`config.mk`:
```
export PLATFORM = sky130hd
export DESIGN_NAME = sdram_arbiter
export DESIGN_NICKNAME = d
export VERILOG_FILES = /design/src/rtl/sdram_arb_pkg.sv /design/src/rtl/arb_rr_picker.sv /design/src/rtl/sdram_arbiter.sv
export SDC_FILE = /design/constraint.sdc
export NUM_CORES = 1
export LEC_CHECK = 0
export ABC_AREA = 1
export BUFFER_PORTS_ARGS = -buffer_cell sky130_fd_sc_hd__buf_4
export CORE_AREA = 10 10 121 123
export CTS_BUF_LIST = sky130_fd_sc_hd__clkbuf_8
export DETAILED_ROUTE_END_ITERATION = 8
export DIE_AREA = 0 0 131 133
export GPL_TIMING_DRIVEN = 0
export PLACE_DENSITY = 0.5
export SYNTH_ARGS = -nofsm -noshare
export SYNTH_HDL_FRONTEND = slang
export SYNTH_HIERARCHICAL = 1
export SYNTH_SLANG_ARGS = --single-unit
```
`constraint.sdc`:
```
create_clock -name sysclock -period 1.4 [get_ports sysclock]
set_input_delay 0.21 -clock sysclock [delete_from_list [all_inputs] [get_ports sysclock]]
set_output_delay 0.21 -clock sysclock [all_outputs]
set_load 0.01 [all_outputs]
```
`src/rtl/sdram_arb_pkg.sv`:
```
// Shared types and helpers for the SDRAM Wishbone arbiter.
// Holds the master count, the arbiter state encoding and the round-robin
// choice function that the picker sub-module wraps.
package sdram_arb_pkg;

   localparam int NMASTERS = 3;

   typedef enum logic [1:0] {
      IDLE  = 2'd0,
      GRANT = 2'd1,
      FLUSH = 2'd2
   } arb_state_t;

   // Round-robin choice: scan last+1, last+2, last (mod 3) and return the
   // first requester as a one-hot vector, or zero when nobody requests.
   // A last value of 3 never occurs and is treated like 2 (m0 first).
   function automatic logic [2:0] rr_next(input logic [2:0] req, input logic [1:0] last);
      logic [2:0] pick;
      pick = 3'b000;
      case (last)
         2'd0: begin
            if (req[1])      pick = 3'b010;
            else if (req[2]) pick = 3'b100;
            else if (req[0]) pick = 3'b001;
         end
         2'd1: begin
            if (req[2])      pick = 3'b100;
            else if (req[0]) pick = 3'b001;
            else if (req[1]) pick = 3'b010;
         end
         default: begin
            if (req[0])      pick = 3'b001;
            else if (req[1]) pick = 3'b010;
            else if (req[2]) pick = 3'b100;
         end
      endcase
      return pick;
   endfunction

endpackage

```
`src/rtl/arb_rr_picker.sv`:
```
// Purely combinational three-way round-robin chooser.
// Given the request vector and the index of the most recent grant it
// returns the next one-hot grant; shared with other bus arbiters.
module arb_rr_picker
   import sdram_arb_pkg::*;
(
   input  logic [NMASTERS-1:0] req,
   input  logic [1:0]          last,
   output logic [NMASTERS-1:0] grant
);

   // next owner is the first requester after the previous one
   assign grant = rr_next(req, last);

endmodule

```
`src/rtl/sdram_arbiter.sv`:
```
// Three-master round-robin Wishbone arbiter in front of the SDRAM
// cache/controller slave port (m0 CPU, m1 video/DMA, m2 spare DMA).
// A grant is held for the owner's whole cyc burst so cache-line refills
// never interleave, and every release is followed by one idle cycle.
// Optional macro ARB_TIMEOUT_EN adds a stall watchdog: after TIMEOUT
// cycles of stb without ack the owner gets a one-cycle m_err_o pulse and
// the arbiter parks in FLUSH until that master drops cyc.
module sdram_arbiter
   import sdram_arb_pkg::*;
#(
   parameter int AW      = 25,
   parameter int DW      = 32,
   parameter int TIMEOUT = 1024
)
(
   input  logic                       sysclock,
   input  logic                       rst_i,
   input  logic [NMASTERS-1:0]        m_cyc_i,
   input  logic [NMASTERS-1:0]        m_stb_i,
   input  logic [NMASTERS-1:0]        m_we_i,
   input  logic [NMASTERS*AW-1:0]     m_adr_i,
   input  logic [NMASTERS*DW-1:0]     m_dat_i,
   input  logic [NMASTERS*DW/8-1:0]   m_sel_i,
   output logic [NMASTERS-1:0]        m_ack_o,
   output logic [NMASTERS-1:0]        m_err_o,
   output logic [DW-1:0]              m_dat_o,
   output logic                       s_cyc_o,
   output logic                       s_stb_o,
   output logic                       s_we_o,
   output logic [AW-1:0]              s_adr_o,
   output logic [DW-1:0]              s_dat_o,
   output logic [DW/8-1:0]            s_sel_o,
   input  logic [DW-1:0]              s_dat_i,
   input  logic                       s_ack_i,
   output logic [NMASTERS-1:0]        grant_o
);

   localparam int SW = DW / 8;

   arb_state_t           state;
   logic [NMASTERS-1:0]  grant;
   logic [1:0]           last;
   logic [NMASTERS-1:0]  pick;
   logic [1:0]           gidx;
   logic                 in_grant;
   logic                 sel_cyc;
   logic                 sel_stb;
   logic                 sel_we;
   logic [AW-1:0]        sel_adr;
   logic [DW-1:0]        sel_dat;
   logic [SW-1:0]        sel_sel;

`ifdef ARB_TIMEOUT_EN
   localparam int              TW    = (TIMEOUT > 1) ? $clog2(TIMEOUT) : 1;
   localparam logic [TW-1:0]   TLAST = TW'(TIMEOUT - 1);
   logic [TW-1:0]        timer;
   logic [NMASTERS-1:0]  err_q;
`else
   // TIMEOUT has no effect when the watchdog is compiled out
   localparam int unused_timeout = TIMEOUT;
`endif

   arb_rr_picker u_picker (
      .req   (m_cyc_i),
      .last  (last),
      .grant (pick)
   );

   // convert the one-hot grant into the index remembered as "last"
   always_comb begin
      gidx = 2'd0;
      if (grant[1])      gidx = 2'd1;
      else if (grant[2]) gidx = 2'd2;
   end

   // steer the granted master's request fields toward the slave
   always_comb begin
      sel_adr = '0;
      sel_dat = '0;
      sel_sel = '0;
      for (int k = 0; k < NMASTERS; k++) begin
         if (grant[k]) begin
            sel_adr = m_adr_i[k*AW +: AW];
            sel_dat = m_dat_i[k*DW +: DW];
            sel_sel = m_sel_i[k*SW +: SW];
         end
      end
   end

   assign sel_cyc  = |(m_cyc_i & grant);
   assign sel_stb  = |(m_stb_i & grant);
   assign sel_we   = |(m_we_i & grant);
   assign in_grant = (state == GRANT);

   assign s_cyc_o  = in_grant & sel_cyc;
   assign s_stb_o  = s_cyc_o & sel_stb;
   assign s_we_o   = in_grant & sel_we;
   assign s_adr_o  = in_grant ? sel_adr : '0;
   assign s_dat_o  = in_grant ? sel_dat : '0;
   assign s_sel_o  = in_grant ? sel_sel : '0;
   assign m_ack_o  = in_grant ? (grant & {NMASTERS{s_ack_i}}) : '0;
   assign m_dat_o  = s_dat_i;
   assign grant_o  = in_grant ? grant : '0;

`ifdef ARB_TIMEOUT_EN
   assign m_err_o  = err_q;
`else
   assign m_err_o  = '0;
`endif

   // arbitration FSM: pick in IDLE, hold through the burst, park in FLUSH after a timeout
   always_ff @(posedge sysclock or posedge rst_i) begin
      if (rst_i) begin
         state <= IDLE;
         grant <= '0;
         last  <= 2'd2;
`ifdef ARB_TIMEOUT_EN
         timer <= '0;
         err_q <= '0;
`endif
      end else begin
`ifdef ARB_TIMEOUT_EN
         err_q <= '0;
`endif
         case (state)
            IDLE: begin
               if (|m_cyc_i) begin
                  grant <= pick;
                  state <= GRANT;
               end
            end
            GRANT: begin
               if (!sel_cyc) begin
                  last  <= gidx;
                  grant <= '0;
                  state <= IDLE;
`ifdef ARB_TIMEOUT_EN
                  timer <= '0;
`endif
               end
`ifdef ARB_TIMEOUT_EN
               else if (s_stb_o && !s_ack_i) begin
                  if (timer == TLAST) begin
                     err_q <= grant;
                     timer <= '0;
                     state <= FLUSH;
                  end else begin
                     timer <= timer + 1'b1;
                  end
               end else begin
                  timer <= '0;
               end
`endif
            end
`ifdef ARB_TIMEOUT_EN
            FLUSH: begin
               if (!sel_cyc) begin
                  last  <= gidx;
                  grant <= '0;
                  state <= IDLE;
               end
            end
`endif
            default: begin
               grant <= '0;
               state <= IDLE;
            end
         endcase
      end
   end

endmodule

```
==> impl_metrics.toml, run 1 <==
[run_status]
status = "complete, but fails checks"
violations = "negative setup slack"

[sta]
period_minus_slack_ns = 1.69
rsz0062_at_grt = "yes"
setup_violations = 72
fin_crit_sh_pct = 120
skew_ns = 0.00431
hold_viol_final = 0
drv_slew = 0
fin_ws_ns = -0.286
fmax_mhz = 593

[flow_run]
max-cap-violations = 0

[hold_path]
hold_depth = 4
holdPathEnd = "grant[0]$_DFFE_PP0P_"
min_from = "m_cyc_i[1]"
hold_class = "in2reg"

[placed_design]
numPortBuffers = 296
gp_congestion = 0.827
dp_cells = 858
dp_slack_ns = -0.373
dp_hpwl_mm = 13.1

[cells_and_area]
stdcell_count = 878
utilization_pct = 45.0
num_antenna_cells = 0
drive_above_1_share_pct = 73.7
n_fill_cell = 1279
layout_common_cells = "buf_4 (332), a21oi_2 (82), o21ai_0 (60), nand2_1 (54), a21oi_1 (40)"
area_growth_pct = 163
final_common_cell = "buf_4"
finalNetCount = 934

[clock_tree]
cts_buffers = 3
cts_root_buf = "clkbuf_8"
cts.htree.levels = 1
cts_sinks = 6
clockBufferDepth = 2
clk_pin_slew_ns = 0.04
insertion_delay_ns = 0.22
cts_tree = "done"

[setup_path]
r2r-end = "last[0]$_DFFE_PP0P_"
reg2reg_depth = 8
cp.arrival_ns = 1.48
setup.worst_path.start_class = "flop"
reg2reg_from = "grant[1]$_DFFE_PP0P_"
cp-end-kind = "output pin"
path_max_fanout = 10
r2r_slack_ns = -0.01
cp.required_ns = 1.19
critPathKind = "reg2out"

[die]
start_util_pct = 17.1
ios = 332
chipHeight_um = 133
fp.dieW_um = 131
die_area_um2 = 17400
core-area_um2 = 12400
rows = 41

[power_and_ir_drop]
ir_drop_v = 0.000679
p_leak_nw = 2.77
power.density_nw_per_um2 = 1610

[detailed_routing]
drc = 0
finalWirelength_mm = 16.2
ant_nets = 0
routedWlPerCell_um = 18.4
drtIter0Drc = 125
vias = 3945
dr.pass1.iters = 4
vias_per_cell = 4.49

[logic_synthesis]
yosysUniqueCellTypes = 22
syn_area_per_cell_um2 = 5.44
synth_warnings = 6
syn_area_um2 = 2110
syn_inst = 388
ys_ff_latch = 6
ys_seq_area_share_pct = 7.17

[global_routing]
grt_pass1_wl_mm = 22.7
grt_pass1_vias = 4174
track_usage_pct = 16.0
grt_max_degree = 11
gr-total-overflow = 0
antenna_found_initial = 0
==> critical path: stages, from the launching register on <==
cell	delay (ns)
dfrtp_1	0.36
buf_6	0.14
nor2_8	0.13
buf_12	0.14
buf_8	0.13
nand2_1	0.08
a21oi_2	0.13
buf_4	0.14
==> final cells by class <==
type                       instances  area [um^2]  area share, %
timing repair buffer             314         2520           45.3
multi-input combinational        301         1980           35.7
buffer                            67          587           10.6
tap                              172          215           3.87
sequential                         6          155           2.79
inverter                          14         55.1          0.990
clock buffer                       3         41.3          0.743
clock inverter                     1         3.75         0.0675
==> worst max-delay path by stage <==
stage / from / endpoint / cells past startpoint
4_1_cts: grant[1]$_DFFE_PP0P_ / s_adr_o[20] / 7
3_3_place_gp: grant[2]$_DFFE_PP0P_ / s_dat_o[4] / 5
3_5_place_dp: grant[2]$_DFFE_PP0P_ / s_dat_o[4] / 5
5_1_grt: grant[1]$_DFFE_PP0P_ / s_adr_o[16] / 7
6_report: grant[1]$_DFFE_PP0P_ / s_adr_o[16] / 7
2_1_floorplan: grant[1]$_DFFE_PP0P_ / s_adr_o[0] / 5
==> routing by layer <==
layer  part of all wire [%]  wire [um]  track usage [%]
met1                     35       5690             16.6
met2                     54       8780             31.0
met3                    9.5       1540             4.79
met4                   0.89        144             2.10
met5                      0          0                0
==> report_power, final <==
group          switching [mW]  internal [mW]
clock                  0.0736          0.188
sequential              0.106          0.262
combinational            4.42           3.89
==> stage by stage <==
stage                     hold WS [ns]  TNS, ns  power (mW)  area, um^2
after detailed placement         0.135   -16.93        6.62        4560
after global placement           0.132   -16.79        6.57        4560
final                            0.349   -15.25        8.94        5560
after global routing             0.387   -20.81        9.63        5560
after CTS                        0.335   -16.38        8.20        5190
after floorplan               0.000233        0        3.71        2120
==> state kept, by name (all words and copies together) (netlist names) <==
register and flops:
grant 3, last 2, state 1
==> synth_stat cells <==
master	instances	area, um^2
dfstp_2	1	26.3
buf_8	6	90.1
a21oi_2	5	43.8
nor2_2	1	6.26
buf_4	37	278
a21oi_1	119	596
clkbuf_1	15	56.3
inv_2	2	7.51
nand4_1	1	6.26
inv_1	12	45.0
nand3b_1	1	7.51
nor2_1	7	26.3
buf_6	1	11.3
dfrtp_1	5	125
buf_2	10	50.1
nor2_8	1	20.0
o21ai_0	63	315
nand2_2	1	6.26
conb_1	1	3.75
nand3_2	1	10.0
nand2_1	88	330
nand3_1	10	50.1
==> cells by family (layout without fill, tap and decap cells) <==
kind of cell    after synthesis  in the layout  share of synthesized area (%)
compound gates              187            187                           45.2
buf+inv                      83            399                           25.5
flops                         6              6                           7.17
other cells                   1              3                          0.178
simple gates                111            111                           21.9
==> what timing repair did <==
action	4_1_cts	5_1_grt
hold buffers	1	0
endpoints found under the setup margin	70	73
gates cloned	2	3
pin swaps	16	30
gates resized for setup	134	92
hold endpoints to repair	5	0
setup buffers	11	3
No activity file was read; power rests on OpenSTA's default activity.
==> inputs of run 2 (changes only) <==
BUFFER_PORTS_ARGS = unset   (was -buffer_cell sky130_fd_sc_hd__buf_4)
DONT_BUFFER_PORTS = 1   (was unset)
PLACE_DENSITY = 0.3   (was 0.5)
==> run 2 against run 1 <==
Against the previous run: the run still ends with negative setup slack left; highest routed layer unchanged; final cell count fell by 34%; non-clock buffer count down 297; maximum frequency is 2.5% higher; combinational power is 11% lower; cell area is 37% lower; global-route usage shrank 1.8 points; clock power up 4%; critical endpoint is now s_dat_o[11]; utilization shrank 17 points; die area stayed put.
==> impl_metrics.toml, run 2 (same netlist as run 1, synthesis figures left out) <==
[cells_and_area]
largest_reg_flops = 3
final_common_cell = "nand2_1"
stdcell_count = 581
top_regs = "grant x3, last x2, state x1"
finalNetCount = 637
layout_common_cells = "nand2_1 (60), a21oi_2 (53), buf_4 (49), a21oi_1 (44), a21oi_4 (27)"
drive_above_1_share_pct = 56.7
num_antenna_cells = 0
n_fill_cell = 1379
design_area_um2 = 3510
area_growth_pct = 66.3
regMostFlops = "grant"

[setup_path]
path_max_fanout = 10
endpoint = "s_dat_o[11]"
setup.worst_path.start_class = "flop"
cp.arrival_ns = 1.43
critPathKind = "reg2out"
slowest_stage = "dfrtp_2"
crit_family = "buffers and inverters"
cp-startpoint = "grant[2]$_DFFE_PP0P_"
cp.required_ns = 1.19
crit_buf_inv = 3
r2r_slack_ns = 0.12
reg2reg_depth = 4
cp-end-kind = "output pin"
max_stage_delay_ns = 0.41
r2r-end = "last[0]$_DFFE_PP0P_"
worst-path-stages = 5
reg2reg_from = "grant[2]$_DFFE_PP0P_"
path_cells = "clkinvlp_4 -> buf_12 -> clkbuf_8 -> o21ai_0 -> a21oi_2"

[sta]
whs_ns = 0.186
setup-tns-final_ns = -10.79
fmax_mhz = 608
drv_slew = 0
hold_viol_final = 0
fin_ws_ns = -0.245
setup_violations = 63
fin_crit_sh_pct = 117
period_minus_slack_ns = 1.64
skew_ns = 0.00255
rsz0062_at_grt = "yes"

[run_status]
violations = "negative setup slack"
status = "complete, but fails checks"

[global_routing]
grt_pass1_wl_mm = 19.4
grt_pass1_vias = 3226
grt_max_degree = 11
track_usage_pct = 14.3
antenna_found_initial = 0
gr-total-overflow = 0

[placed_design]
gp_congestion = 0.757
dp_cells = 562
placed_area_um2 = 2330
dp_slack_ns = -0.609
dp_hpwl_mm = 11.3
numPortBuffers = 0

[die]
rows = 41
core-area_um2 = 12400
chipHeight_um = 133
ios = 332
die_area_um2 = 17400
start_util_pct = 17.1
fp.dieW_um = 131

[detailed_routing]
routedWlPerCell_um = 25.0
drc = 0
dr.pass1.iters = 4
ant_nets = 0
drtIter0Drc = 83
vias_per_cell = 5.02
finalWirelength_mm = 14.5
vias = 2919

[clock_tree]
cts_tree = "done"
cts_root_buf = "clkbuf_8"
cts_buffers = 3
clk_pin_slew_ns = 0.04
insertion_delay_ns = 0.22
clockBufferDepth = 2
cts.htree.levels = 1
cts_sinks = 6

[power_and_ir_drop]
ir_drop_v = 0.000817
p_leak_nw = 1.25
power.density_nw_per_um2 = 2280

[hold_path]
hold_class = "in2reg"

[flow_run]
max-cap-violations = 0
[run 2: cell types whose count changed in the layout (fill, tap and decap cells not counted), moves of 4 or more]
cell and delta:
nand2_1 +6, o21ai_2 +17, a21oi_2 -29, nand2_4 -15, o21ai_4 +4, a21oi_4 +25, buf_4 -283, o21ai_1 +13
o21ai_0 -34, nand2_2 +9, inv_2 -4, a21oi_1 +4, buf_6 -13
[run 2: worst min path at each step]
| stage | startpoint | to | slack [ns] | depth (start not counted) |
|---|---|---|---|---|
| floorplan | rst_i | grant[0]$_DFFE_PP0P_ | 0.0002 | 1 |
| global placement | rst_i | last[0]$_DFFE_PP0P_ | 0.03 | 1 |
| detailed placement | rst_i | last[0]$_DFFE_PP0P_ | 0.04 | 1 |
| CTS | m_cyc_i[1] | grant[0]$_DFFE_PP0P_ | 0.19 | 3 |
| global route | m_cyc_i[1] | grant[0]$_DFFE_PP0P_ | 0.22 | 3 |
| finish | m_cyc_i[1] | grant[0]$_DFFE_PP0P_ | 0.19 | 3 |
[run 2: per-layer routing]
metal	track usage [%]	vias up	routed length, um
met5	0	-	0
met4	3.09	0	187
li1	-	1333	-
met2	26.4	190	7670
met3	4.91	12	1520
met1	15.0	1384	5130
[run 2: worst min-delay path, cell delays in order]
cell	delay (ns)
a21oi_2	0.03
nand3_1	0.08
nand2_1	0.05
[run 2: report_power, final]
| group | internal, mW | leakage, nW | total (mW) | switching [mW] |
|---|---|---|---|---|
| Combinational | 2.77 | 1.15 | 7.37 | 4.60 |
| Clock | 0.189 | 0.0269 | 0.272 | 0.0828 |
| Sequential | 0.261 | 0.0706 | 0.348 | 0.0866 |
| Total | 3.22 | 1.25 | 7.99 | 4.77 |
[run 2: per-stage QoR]
stage	utilization, %	power (mW)
2_1_floorplan	-	3.71
3_3_place_gp	18.9	4.90
3_5_place_dp	18.9	4.94
4_1_cts	26.7	7.49
5_1_grt	28.4	8.59
6_report	28.4	7.99
[run 2: repair_timing]
action,4_1_cts,5_1_grt
hold buffers,1,0
gates cloned,3,0
pin swaps,17,18
hold endpoints to repair,5,0
setup endpoints to repair,71,70
setup buffers,12,0
gates resized for setup,216,63
[run 2: cell type report]
cell class / instances / area, um^2 / area share [%]
multi-input cells: 301 / 2180 / 62.2
plain buffers: 68 / 648 / 18.5
well taps: 172 / 215 / 6.13
repair buffers: 16 / 204 / 5.81
flip-flops and latches: 6 / 155 / 4.42
inverters: 14 / 58.8 / 1.67
clock buffers: 3 / 41.3 / 1.18
clock inverters: 1 / 3.75 / 0.107
==> inputs of run 3 (changes only) <==
MAX_ROUTING_LAYER = met4   (was unset)
clock period = 2.1 ns   (was 1.4 ns; I/O delays follow)
==> run 3 against run 2 <==
Against the previous run: the flow now finishes without violations; combinational power shrank 58%; global-route usage shrank 0.68 points; clock skew is essentially flat; via count shrank 6.1%; highest routed layer unchanged; total power shrank 56%; worst hold slack gained 0.11 ns; cell area shrank 31%; critical path depth shrank 1; final cell count shrank 2.4%; register-to-register slack gained 0.66 ns.
==> impl_metrics.toml, run 3 (same netlist as run 1, synthesis figures left out) <==
[hold_path]
hold_class = "in2reg"
min_from = "m_cyc_i[1]"
holdPathEnd = "grant[0]$_DFFE_PP0P_"
hold_depth = 3

[setup_path]
critPathKind = "reg2out"
crit_buf_inv = 2
cp.arrival_ns = 1.67
crit_family = "buffers and inverters"
reg2reg_from = "state[0]$_DFFE_PP0P_"
r2r_slack_ns = 0.78
slowest_stage = "dfrtp_1"
path_max_fanout = 10
max_stage_delay_ns = 0.46
path_cells = "clkbuf_4 -> buf_2 -> a21oi_1 -> a21oi_2"
setup.worst_path.start_class = "flop"
reg2reg_depth = 3
cp.required_ns = 1.78
r2r-end = "last[0]$_DFFE_PP0P_"
cp-end-kind = "output pin"

[sta]
period_minus_slack_ns = 1.98
fin_crit_sh_pct = 94.3
setup_violations = 0
hold_viol_final = 0
fmax_mhz = 505
drv_slew = 0
skew_ns = 0.00298
rsz0062_at_grt = "no"

[power_and_ir_drop]
power.density_nw_per_um2 = 1430
clockPowerShare_pct = 5.2
power_switching_mw = 2.28
ir_drop_v = 0.000342
switching_share_pct = 65.4
pwr-share-comb_pct = 88.0
pwr-share-seq_pct = 6.8
internal_power_mw = 1.21
p_leak_nw = 0.903

[cells_and_area]
stdcell_count = 567
top_regs = "grant x3, last x2, state x1"
final_common_cell = "a21oi_1"
multi_input_area_um2 = 1460
num_antenna_cells = 0
utilization_pct = 19.7
drive_above_1_share_pct = 21.8
regArea_um2 = 151
n_fill_cell = 1467
finalNetCount = 623
regMostFlops = "grant"
area_growth_pct = 15.4
layout_common_cells = "a21oi_1 (111), nand2_1 (88), o21ai_0 (62), buf_4 (37), a21oi_2 (13)"
largest_reg_flops = 3

[global_routing]
grt_pass1_vias = 3025
gr-total-overflow = 0
grt_pass1_wl_mm = 18.0
antenna_found_initial = 0
grt_max_degree = 11
track_usage_pct = 13.6

[detailed_routing]
ant_nets = 0
drc = 0
dr.pass1.iters = 4
routedWlPerCell_um = 23.5
finalWirelength_mm = 13.3
vias_per_cell = 4.83
vias = 2741
drtIter0Drc = 109

[die]
fp.dieW_um = 131
ios = 332
die_area_um2 = 17400
rows = 41
chipHeight_um = 133
core-area_um2 = 12400
start_util_pct = 17.1

[placed_design]
gp_congestion = 0.767
dp_hpwl_mm = 11.3
numPortBuffers = 0
dp_cells = 562

[clock_tree]
postCtsSetupRepairBufs = 0
cts_tree = "done"
cts.htree.levels = 1
cts_buffers = 3
clk_pin_slew_ns = 0.04
cts_root_buf = "clkbuf_8"
cts_sinks = 6
clockBufferDepth = 2
insertion_delay_ns = 0.22

[flow_run]
max-cap-violations = 0

[run_status]
status = "finished, final reports clean"
run 3: cell count changes in the layout (fill, tap and decap cells not counted), sizes merged:
cell / change
buf: -17
clkbuf: +3
run 3: tightest hold or removal path: cells and delay by family:
family           cells  cell delay [ns]
AND/OR/NAND/NOR      2             0.13
AO/OA/AOI/OAI        1             0.03
run 3: cell type report:
class                   count  share of cell area (%)
well taps                 172                    8.84
plain buffers              69                    20.5
clock inverters             1                   0.154
inverters                  14                    2.31
clock buffers               3                    1.70
multi-input cells         301                    59.9
repair buffers              1                   0.411
flip-flops and latches      6                    6.22
run 3: metrics by stage:
stage	setup slack [ns]	setup TNS [ns]	hold WS [ns]	power, mW	cell area, um^2
after floorplan	0.696	0	0.105	2.47	2120
after global placement	0.0328	0	0.138	3.26	2330
after detailed placement	-0.0137	-0.0137	0.147	3.29	2330
after CTS	0.00502	0	0.294	3.53	2410
after global routing	0.00215	0	0.317	3.89	2430
final	0.119	0	0.295	3.49	2430
run 3: metal layers:
layer	global-route usage, %	share of wire [%]	wire length (um)	vias up
li1	-	-	-	1305
met1	15.3	39	5130	1242
met2	24.4	51	6830	192
met3	3.36	9.9	1320	2
met4	1.30	0.17	22	0
met5	-	0	0	-
run 3: worst max-delay path by stage:
stage	startpoint	to	cells after the start
after global placement	grant[2]$_DFFE_PP0P_	s_dat_o[3]	4
final	grant[2]$_DFFE_PP0P_	s_dat_o[3]	4
after CTS	grant[2]$_DFFE_PP0P_	s_dat_o[3]	4
after global routing	grant[2]$_DFFE_PP0P_	s_adr_o[10]	4
after floorplan	grant[1]$_DFFE_PP0P_	s_adr_o[0]	5
after detailed placement	grant[2]$_DFFE_PP0P_	s_dat_o[3]	4
run 3: power groups by stage:
stage                     Sequential [mW]  Clock, mW  Combinational [mW]
after CTS                           0.243      0.186                3.10
final                               0.239      0.182                3.07
after detailed placement            0.239          0                3.05
after floorplan                     0.209          0                2.26
after global routing                0.252      0.193                3.45
after global placement              0.237          0                3.03
run 3: what timing repair did:
action / in CTS / in global routing
pin swaps: 0 / 0
resized for setup: 9 / 15
endpoints found under the setup margin: 43 / 29
hold buffers: 1 / 0
endpoints found under the hold margin: 5 / 0
